===== src/rtl/ds_pkg.sv =====
// Shared constants and helpers for the delta-sigma loop-filter stages.
// Default widths plus the ±full-scale feedback generator.
package ds_pkg;

  localparam int WIDTH    = 41;
  localparam int FB_SHIFT = 36;
  localparam int LIM_EXP  = 39;
  localparam int CNT_W    = 16;

  // Signed ±2^shift feedback for a one-bit quantizer decision.
  function automatic logic signed [63:0] fb_value(
    input logic        fb,
    input int unsigned shift
  );
    logic signed [63:0] fs;
    fs = 64'sd1 <<< shift;
    return fb ? fs : -fs;
  endfunction

endpackage


===== src/rtl/ds_sat_clamp.sv =====
// Symmetric clamp of a (WIDTH+2)-bit sum to [-L, +L], L = 2^LIM_EXP - 1.
// Purely combinational; the flag reports that clamping took place.
module ds_sat_clamp #(
  parameter int WIDTH   = 41,
  parameter int LIM_EXP = 39
) (
  input  logic signed [WIDTH+1:0] i_sum,
  output logic signed [WIDTH-1:0] o_val,
  output logic                    o_sat
);

  localparam logic signed [WIDTH+1:0] LIM_P =
    {{(WIDTH+2-LIM_EXP){1'b0}}, {LIM_EXP{1'b1}}};
  localparam logic signed [WIDTH+1:0] LIM_N = -LIM_P;

  logic w_hi;
  logic w_lo;

  assign w_hi = (i_sum > LIM_P);
  assign w_lo = (i_sum < LIM_N);

  // Select the limit on overflow, else pass the low WIDTH bits through.
  always_comb begin
    o_val = i_sum[WIDTH-1:0];
    if (w_hi) o_val = LIM_P[WIDTH-1:0];
    if (w_lo) o_val = LIM_N[WIDTH-1:0];
  end

  assign o_sat = w_hi | w_lo;

endmodule


===== src/rtl/ds_integrator.sv =====
// Delaying integrator of the delta-sigma loop filter: y += x - v, clamped.
// Sum is carried at WIDTH+2 bits so it never wraps before the clamp.
module ds_integrator
  import ds_pkg::*;
#(
  parameter int WIDTH    = ds_pkg::WIDTH,
  parameter int FB_SHIFT = ds_pkg::FB_SHIFT,
  parameter int LIM_EXP  = ds_pkg::LIM_EXP,
  parameter int CNT_W    = ds_pkg::CNT_W
) (
  input  logic                    clk,
  input  logic                    rst,
  input  logic                    en,
  input  logic                    clr,
  input  logic signed [WIDTH-1:0] in,
  input  logic                    fb,
  output logic signed [WIDTH-1:0] out,
  output logic                    out_valid,
  output logic                    sat,
  output logic [CNT_W-1:0]        sat_cnt
);

  if (!(FB_SHIFT < LIM_EXP)) begin : g_bad_fb
    $error("ds_integrator: FB_SHIFT must be below LIM_EXP");
  end
  if (!(LIM_EXP <= WIDTH - 2)) begin : g_bad_lim
    $error("ds_integrator: LIM_EXP must not exceed WIDTH-2");
  end

  logic signed [WIDTH-1:0] r_y;
  logic                    r_vld;
  logic                    r_sat;
  logic [CNT_W-1:0]        r_cnt;

  logic signed [WIDTH+1:0] w_fb;
  logic signed [WIDTH+1:0] w_sum;
  logic signed [WIDTH-1:0] w_clamped;
  logic                    w_sat;

  assign w_fb  = (WIDTH+2)'(fb_value(fb, FB_SHIFT));
  assign w_sum = {{2{r_y[WIDTH-1]}}, r_y}
               + {{2{in[WIDTH-1]}}, in}
               - w_fb;

  ds_sat_clamp #(
    .WIDTH   (WIDTH),
    .LIM_EXP (LIM_EXP)
  ) u_clamp (
    .i_sum (w_sum),
    .o_val (w_clamped),
    .o_sat (w_sat)
  );

  // State update: reset beats clear, clear beats the sample strobe.
  always_ff @(posedge clk) begin
    if (rst) begin
      r_y   <= '0;
      r_vld <= 1'b0;
      r_sat <= 1'b0;
      r_cnt <= '0;
    end else if (clr) begin
      r_y   <= '0;
      r_vld <= 1'b0;
      r_sat <= 1'b0;
      r_cnt <= '0;
    end else if (en) begin
      r_y   <= w_clamped;
      r_vld <= 1'b1;
      r_sat <= w_sat;
      if (w_sat && (r_cnt != {CNT_W{1'b1}}))
        r_cnt <= r_cnt + 1'b1;
    end else begin
      r_vld <= 1'b0;
    end
  end

  assign out       = r_y;
  assign out_valid = r_vld;
  assign sat       = r_sat;
  assign sat_cnt   = r_cnt;

endmodule


===== config.mk =====
export PLATFORM = sky130hd
export DESIGN_NAME = ds_integrator
export DESIGN_NICKNAME = d
export VERILOG_FILES = /design/src/rtl/ds_pkg.sv /design/src/rtl/ds_sat_clamp.sv /design/src/rtl/ds_integrator.sv
export SDC_FILE = /design/constraint.sdc
export NUM_CORES = 1
export LEC_CHECK = 0
export ABC_AREA = 1
export BUFFER_PORTS_ARGS = -buffer_cell sky130_fd_sc_hd__buf_2
export CAP_MARGIN = 20
export CORE_UTILIZATION = 30
export CTS_CLUSTER_DIAMETER = 50
export DETAILED_ROUTE_END_ITERATION = 10
export SYNTH_ARGS = -nofsm -noshare
export SYNTH_HDL_FRONTEND = slang
export SYNTH_HIERARCHICAL = 1
export SYNTH_SLANG_ARGS = --single-unit
export TNS_END_PERCENT = 1

===== constraint.sdc =====
create_clock -name clk -period 4.2 [get_ports clk]
set_input_delay 0.84 -clock clk [delete_from_list [all_inputs] [get_ports clk]]
set_output_delay 0.84 -clock clk [all_outputs]
set_load 0.005 [all_outputs]

==> results, run 1 <==
- STA puts the critical path data arrival time at 4.34 ns.
- The flow ran to the end, and the final reports show no timing, DRC or antenna violations.
- The initial antenna violation count is 2.
- The row count is 51.
- The largest voltage drop on the vdd net is 0.193 mV.
- The maximum number of pins on one net before global-route repair is 46.
- After clock tree synthesis, the flow added hold-fix buffers numbering 0.
- In this run the biggest area consumer among cell types represents 19.6% of the synthesized area.
- Setup repair after global routing could not meet its margin everywhere.
- The static leakage is 0.00434 uW.
- After routing, the total negative slack on setup checks comes to 0 ns.
- The cell with the most instances after synthesis is sky130_fd_sc_hd__nand2_1.
- The repair_antennas step left the layout with diodes totalling 0.
- The count of nets left with antenna violations once routing finished came out at 0.
- In this run, synthesis inferred 0 flip-flops with an integrated enable.
- The signal on the critical path passes through buf_2 -> ha_1 -> a21oi_1 -> o21bai_1 -> a21oi_2 -> o21ai_2 -> nand2_1 -> nand3_1 -> xor2_1 -> ha_1 -> buf_4 -> xnor2_1 -> nor2_4 -> nand4_1 -> nor2_2 -> nand2_1 -> nand2_2 -> nand2_2 -> nand2_4 -> nand3_4 -> buf_4 -> o21ai_0 -> a21oi_1.
- CTS placed an instance of sky130_fd_sc_hd__clkbuf_16 at the clock tree root.
- The dominant synthesized flop cell is sky130_fd_sc_hd__dfxtp_1.
- Compared with the post-synthesis result, the final layout area differs by 47.1%.
- The number of clock buffers added by TritonCTS is 9.
- For the pin with the worst max-slew slack, the measured transition is 0.526 ns.
- For this run the aggregate overflow at the end of global routing stands at 0.
- The worst relative slew slack is 64.8%.
- By area the synthesized netlist is led by sky130_fd_sc_hd__dfxtp_1 20%, sky130_fd_sc_hd__nand2_1 16%, sky130_fd_sc_hd__a21oi_1 12%.
- The clock reaches the later pin of the worst-skew pair after 0.35 ns.
- By count the netlist is led by 263 x sky130_fd_sc_hd__nand2_1, 155 x sky130_fd_sc_hd__nor2_1, 139 x sky130_fd_sc_hd__a21oi_1.
- The count of pins over their slew limit was 0.
- The wire-length estimate of the detail-placed layout is 17.5 mm.
- The iteration-0 DRC count of the detailed router is 375.
- By startpoint and endpoint, the worst setup path is classified as in -> reg.
- The fraction of registers with async set or reset after synthesis is 0%.
- The die extent in x is 144 um.
- The final net count is 1369.
- The final number of hold-violating endpoints is 0.
- The via-per-instance ratio is 4.77.
- The tree built by TritonCTS fans out to 59 sinks.
- The number of DRC violations after detailed routing is 0.
- The slowest stage cell on the critical path is sky130_fd_sc_hd__ha_1.
- Across the routed clock network, the largest skew measured is 0.00936 ns.
- Of the available clock period, the critical path in the final layout requires 97.4%.
- The number of primary I/O pins is 105.
- The maximum clock frequency is 244 MHz.
- For this run, the slowest stage of the critical path takes 0.34 ns.
- Summing every instance area after synthesis gives 6020 um2.
- Setup violations remaining at the end of the flow were counted as 0.
- The vertical die dimension is 144 um.
- The count of yosys warnings during synthesis is 6.
- The class of the tightest hold or removal check is reg -> reg.
- The clock input transition at the sequential cells of the worst setup and hold paths is 0.06 ns.
- The floorplan step defined a core boundary enclosing 19600 um2.
- The congestion estimate from routability-driven global placement came to 0.990.
- The area of the die is 20700 um2.
- Cells fill 45.2% of the core in the end.
- The count of distinct cell types in the synthesized netlist is 39.
- The routed design could run at a clock period as short as 4.09 ns.
- Of all nets on the critical path, the largest fanout is 7.
- The clock tree synthesis step divided the H-tree into 3 levels.
- The count of port buffers added during placement is 104.
- The total of flip-flops plus latches after synthesis is 59.
- The critical path capture point type is a flip-flop.
- Summing over every cut layer, the via total after detailed routing is 7353.
- The number of global-route vias before repair was 6889.
- Of the cells placed in the final design, the portion with a size suffix greater than 1 is 31.1%.
- The post-synthesis net count is 1097.
- In the final routed layout, each cell accounts on average for 14.3 um.
- The longest clock path from root to sink contains 2 buffers.
- Once the floorplan was initialized, standard cells occupied 30.8% of the core.
- Summed over all instances, the cell type with the most area after synthesis is sky130_fd_sc_hd__dfxtp_1.
- At the worst endpoint, the required time is 4.44 ns.
- Global routing consumed, over all layers together, 21.8% of the routing resources.
- The number of max-cap violations is 0.
- TritonCTS built the clock tree.
- After technology mapping, the gate count stands at 1001.
- Fill cells in the final layout number 2073.
- STA classifies the critical path startpoint as a primary input.
- The first detailed-routing pass took 5 iterations.
- The first global-routing pass estimated 34.5 mm of wire.
- The areal power density over the cells is 366 nW/um2.
- The average size of a mapped cell is 6.02 um2.
- Sequential elements use 19.6% of the synthesized area.
- Wires add up to 22.0 mm.
-- logic make-up after synthesis --
kind of cell	share of synthesized area (%)
simple gates	35.2
compound gates	19.1
buf+inv	8.56
flops	19.6
fa+ha+maj	10.6
xor+xnor	6.83
-- power by group --
| group | switching (uW) | internal [uW] |
|---|---|---|
| Sequential | 43.9 | 606 |
| Clock | 308 | 523 |
| Combinational | 993 | 768 |
-- state kept, by name, indices dropped and copies added (netlist names) --
register,count
out,41
sat_cnt,16
out_valid,1
sat,1
-- path summary, 6_finish.rpt --
kind	start	end	slack [ns]	depth (start not counted)
max	in[7]	sat_cnt[0]	0.11	23
min	sat	sat	0.46	2
max reg2reg	out[7]	sat_cnt[0]	0.39	22
min reg2reg	sat	sat	0.46	2
-- per-layer routing --
metal / global-route usage (%) / vias up / share of wire (%)
met1: 26.7 / 3342 / 46
met4: 6.61 / 2 / 1.6
met2: 37.7 / 160 / 48
li1: - / 3826 / -
met5: 0 / - / 0.059
met3: 5.06 / 23 / 4.5
-- cells in the final DEF, fill, tap and decap left out, drive strengths merged, types with 2 or more instances in the layout --
cell    Yosys  final
clkinv      2      6
bufinv      0      2
buf         7    291
a21oi     143    143
o21bai      7      7
nor2      157    157
nor4       10     10
a21boi      3      3
nor3       11     11
nand4      14     14
dfxtp      59     59
fa          2      2
xnor2      14     14
ha         48     48
xor2       33     33
a31oi      10     10
o21ai      38     38
clkbuf     23      9
nand3      40     40
inv        98     99
a21o        6      6
nand2     270    270
-- cell type report --
type	instances	area [um2]	share of cell area (%)
Timing Repair Buffer	291	1940	21.8
Sequential cell	59	1180	13.3
Clock buffer	9	225	2.54
Tap cell	265	332	3.74
Inverter	100	378	4.26
Clock inverter	7	100	1.13
Multi-Input combinational cell	812	4710	53.2
-- what timing repair did --
action                                  CTS  global route
setup buffers                             0             4
gates resized for setup                  13            68
endpoints found under the hold margin     0             0
pin swaps                                 1            14
endpoints found under the setup margin   55            58
-- worst max-delay path: cells and delay by family --
kind                     cells  cell delay [ns]
AND/OR/NAND/NOR             10             1.12
AO/OA/AOI/OAI                6             0.90
adder cells (fa/ha/maj)      2             0.67
buffers and inverters        3             0.46
XOR/XNOR                     2             0.34
-- stage by stage --
| stage | instance area, um2 | std cells | setup slack, ns | hold WS [ns] | total power (uW) |
|---|---|---|---|---|---|
| 2_1_floorplan | 6040 | 1001 | -0.0145 | 0.457 | 1650 |
| 3_3_place_gp | 8120 | 1523 | -0.682 | 0.458 | 2290 |
| 3_5_place_dp | 8120 | 1523 | -0.683 | 0.463 | 2290 |
| 4_1_cts | 8480 | 1539 | 0.0146 | 0.472 | 3150 |
| 5_1_grt | 8860 | 1543 | -0.0600 | 0.503 | 3500 |
| 6_report | 8860 | 1543 | 0.109 | 0.465 | 3240 |
Note: power is estimated with default switching activity, not from simulation.
==> run 2: changes to the inputs <==
--- a/config.mk
+++ b/config.mk
@@ -13,6 +13,5 @@
 export DETAILED_ROUTE_END_ITERATION = 10
 export SYNTH_ARGS = -nofsm -noshare
 export SYNTH_HDL_FRONTEND = slang
-export SYNTH_HIERARCHICAL = 1
 export SYNTH_SLANG_ARGS = --single-unit
 export TNS_END_PERCENT = 1
==> constraint.sdc (replaced) <==
create_clock -name clk -period 4.2 [get_ports clk]
set_input_delay 0.42 -clock clk [delete_from_list [all_inputs] [get_ports clk]]
set_output_delay 0.42 -clock clk [all_outputs]
set_load 0.005 [all_outputs]
==> run 2 against run 1 <==
Against the previous run:
- the flow now finishes with violations (setup timing)
- via count is 11% higher
- flip-flop and latch count stayed put
- die area is 4.1% higher
- register-to-register slack worse by 0.49 ns
- largest cell class unchanged
==> results, run 2 <==
- The maximum clock frequency is 232 MHz (-4.9%).
- The maximum number of pins on one net before global-route repair is 55 (+20%).
- The met2 layer wire length in the routed design is 10.9 mm (+3.8%).
- The static leakage is 0.00506 uW (+17%).
- In this design, the critical path's most frequently occurring cell is sky130_fd_sc_hd__nand2_2.
- The number of enable flip-flop cells after synthesis is 0 (unchanged).
- The worst reg2reg path depth is 33 (+50%).
- The row count came to 52 (+2.0%).
- The tree is rooted in a sky130_fd_sc_hd__clkbuf_16.
- The critical path class is reg -> reg.
- The number of global-route vias before repair was 7490 (+8.7%).
- The clock sink count is 59 (unchanged).
- The commonest cells after synthesis are 379 x sky130_fd_sc_hd__nand2_1, 140 x sky130_fd_sc_hd__inv_1, 101 x sky130_fd_sc_hd__nor2_1.
- The diode insertion count for antenna repair is 0 (unchanged).
- The setup violation total in the final timing report is 54 (+54).
- The initial antenna violation count is 0 (-2).
- The delay contributed by the slowest stage of the critical path is 0.56 ns (+0.22 ns).
- The worst relative slew slack is 29.2% (-36 points).
- The total of flip-flops plus latches after synthesis is 59 (unchanged).
- The instance count after placement with tap cells included is 1652 (+8.5%).
- The launching instance or port of the critical path is out[14].
- The post-synthesis sequential area ratio came to 18.8% (-0.78 points).
- The worst register-to-register path ends at out[23].
- The worst-case clock buffer depth is 2 (unchanged).
- The signal arrival time at the worst endpoint came to 4.48 ns (+0.14 ns).
- The fraction of registers with async set or reset after synthesis came to 0% (unchanged).
- The number of max-cap violations is 0 (unchanged).
- The average size of a mapped cell is 5.76 um2 (-4.4%).
- The area of the die is 21500 um2 (+4.1%).
- The number of flip-flops in the largest register came to 41 (unchanged).
- The number of DRC violations after detailed routing is 0 (unchanged).
- The setup slack of the critical path after layout is -0.102 ns (-0.210 ns).
- The count of pins over their slew limit is 0 (unchanged).
- The final estimated routing congestion in global placement is 0.925 (-6.6%).
- The required time at the endpoint of the critical path is 4.38 ns (-0.06 ns).
- The slack of the worst reg-to-reg path came to -0.10 ns (-0.49 ns).
- The finished layout cell area is 9840 um2 (+11%).
- The via count is 8137 (+11%).
- The areal power density over the cells is 365 nW/um2 (-0.14%).
- The vertical die dimension is 147 um (+2.0%).
- The leftover overflow at the end of global routing is 0 (unchanged).
- The post-synthesis net count is 1188 (+8.3%).
- The library cell used most frequently in the layout, excluding fill and tap cells, is sky130_fd_sc_hd__nand2_1.
- The checks that failed: setup timing.
- The cell with the most instances after synthesis is sky130_fd_sc_hd__nand2_1.
- The total wire length after detailed routing is 24.1 mm (+9.3%).
- The number of primary I/O pins is 105 (unchanged).
- The capture point of the critical path is out[23].
- The final critical-path required period was 4.30 ns (+0.210 ns).
- The iteration-0 DRC count of the detailed router is 582 (+55%).
- The count of yosys warnings during synthesis is 0 (-6).
- The die extent in x is 147 um (+2.0%).
- The synthesized area came to 6270 um2 (+4.2%).
- The largest fanout of any net on the critical path is 6 (-1).
- The routed length on met3 is 1.23 mm (+25%).
- The type of element launching the critical path is a flip-flop.
- The count of distinct cell types in the synthesized netlist is 41 (+5.1%).
- The detailed-route wire length per cell is 14.3 um (-0.17%).
- The worst slack after detailed placement is -0.699 ns (-0.0163 ns).
- The slew at the pin with the worst max-slew slack is 1.06 ns (+0.535 ns).
- The met1 layer wirelength in the final routing was 11.2 mm (+10%).
- The count of port buffers added during placement was 104 (unchanged).
- Routed signal wires occupy layers up through met4.
- The post-route clock period utilization is 102% (+5.0 points).
- Setup repair after global routing could not meet its margin everywhere.
- The final number of hold-violating endpoints was 0 (unchanged).
- By area the synthesized netlist is led by sky130_fd_sc_hd__nand2_1 23%, sky130_fd_sc_hd__dfxtp_1 19%, sky130_fd_sc_hd__ha_1 10%.
- The largest voltage drop on the vdd net is 0.215 mV (+11%).
- The final cell count without fillers is 1690 (+9.5%).
- In this run the critical register-to-register path is launched from out[14].
- The share of post-route cells with drive strength above 1 is 35.8% (+4.8 points).
- The clock input transition at the sequential cells of the worst setup and hold paths came to 0.06 ns (about the same).
- The growth of design area from synthesis to finish is 56.9%.
- The deepest level of the CTS H-tree is 3 (unchanged).
- The run finished, with violations left.
- The critical path capture point type is a flip-flop.
- The via-per-instance ratio was 4.81 (+1.0%).
- The total global routing track utilization came to 21.2% (-0.66 points).
- The share of the synthesized area in the top cell type is 22.7% (+3.1 points).
- The total cell area at the placement stage is 8620 um2 (+6.2%).
- The CTS buffer count came to 9 (unchanged).
- The dominant synthesized flop cell is sky130_fd_sc_hd__dfxtp_1.
- The accumulated negative setup slack is -3.38 ns (-3.38 ns).
- The cell count after synthesis is 1090 (+8.9%).
- The library cells used most frequently in the layout, excluding fill and tap cells, are 345 x sky130_fd_sc_hd__nand2_1, 220 x sky130_fd_sc_hd__buf_4, 137 x sky130_fd_sc_hd__inv_1.
- The global-route wire length before repair is 36.6 mm (+6.1%).
- The final net count is 1513 (+11%).
- The placeable core region is 20400 um2 (+4.0%).
- The count of fill cells added during filler insertion is 2113 (+1.9%).
- The slowest stage of the critical path belongs to the cell sky130_fd_sc_hd__fa_2.
- The HPWL after detailed placement was 18.4 mm (+5.1%).
- The cell type with the highest aggregate area in the netlist is sky130_fd_sc_hd__nand2_1.
- The post-route antenna net violation count is 0 (unchanged).
- The number of cells on the worst hold path is 4 (+2).
- The number of detailed-routing iterations run before antenna repair is 6 (+1).
- In this run the worst hold path is classified as in -> reg.
- The later-pin clock latency in the skew report is 0.35 ns (about the same).
- The CTS tree is built.
- The post-layout utilization of the core is 48.3% (+3.1 points).
- The effective utilization at floorplan was 30.8% (+0.059 points).
- The final worst clock skew is 0.0111 ns (+0.00175 ns).
run 2: changes by cell type after synthesis, moves of 6 or more:
cell | previous run | this run
sky130_fd_sc_hd__a21oi_1 | 139 | 94
sky130_fd_sc_hd__a31oi_1 | 10 | 4
sky130_fd_sc_hd__clkbuf_1 | 23 | 11
sky130_fd_sc_hd__inv_1 | 95 | 140
sky130_fd_sc_hd__nand2_1 | 263 | 379
sky130_fd_sc_hd__nand3_1 | 36 | 68
sky130_fd_sc_hd__nand3b_1 | 0 | 7
sky130_fd_sc_hd__nand4_1 | 14 | 33
sky130_fd_sc_hd__nor2_1 | 155 | 101
sky130_fd_sc_hd__nor3_1 | 9 | 17
sky130_fd_sc_hd__xnor2_1 | 14 | 7
sky130_fd_sc_hd__xor2_1 | 33 | 16
run 2: what timing repair did:
item,4_1_cts,5_1_grt
cloned,1,5
gates resized for setup,47,125
endpoints found under the hold margin,0,0
setup buffers,2,14
pin swaps,12,53
hold buffers,0,0
endpoints found under the setup margin,56,56
run 2: worst min path at each step:
stage,startpoint,to
global placement,sat,sat
finish,rst,sat_cnt[0]
CTS,rst,out[39]
floorplan,sat,sat
global route,rst,out[39]
detailed placement,sat,sat
run 2: cell type report:
cell class	count	area, um2	share of cell area, %
clock inverters	7	101	1.03
flip-flops and latches	59	1200	12.2
repair buffers	333	2350	23.9
multi-input cells	866	5070	51.6
well taps	270	338	3.43
inverters	146	556	5.64
clock buffers	9	225	2.29
run 2: stage by stage:
step,hold slack [ns],power (uW)
final,0.445,3600
after global placement,0.457,2380
after CTS,0.440,3290
after detailed placement,0.467,2390
after global routing,0.471,3820
after floorplan,0.462,1610
run 2: cells by family (layout without fill, tap and decap cells):
family                   count (synthesis)  count (layout)  synth area share, %
AO/OA/AOI/OAI                          155             155                 13.2
adder cells (fa/ha/maj)                 52              52                 10.6
buffers and inverters                  167             495                 10.8
AND/OR/NAND/NOR                        634             636                 43.3
XOR/XNOR                                23              23                 3.21
flip-flops                              59              59                 18.8
run 2: worst max-delay path: cells and delay by family (launching register included):
| family | cells | cell delay, ns |
|---|---|---|
| xor gates and xnor gates | 1 | 0.09 |
| and+or+nand+nor | 24 | 2.24 |
| DFF | 1 | 0.33 |
| adders and majority gates | 2 | 0.83 |
| buffers and inverters | 4 | 0.48 |
| AOI/OAI and AO/OA | 2 | 0.13 |
run 2: per-layer routing:
layer	up-vias	GRT usage, %
met4	0	7.24
met3	47	3.56
li1	4178	-
met2	236	34.4
met1	3676	28.1
met5	-	0
run 2: power by group:
part	internal (uW)	switching, uW
sequential	610	39.1
clock	523	309
combinational	929	1190
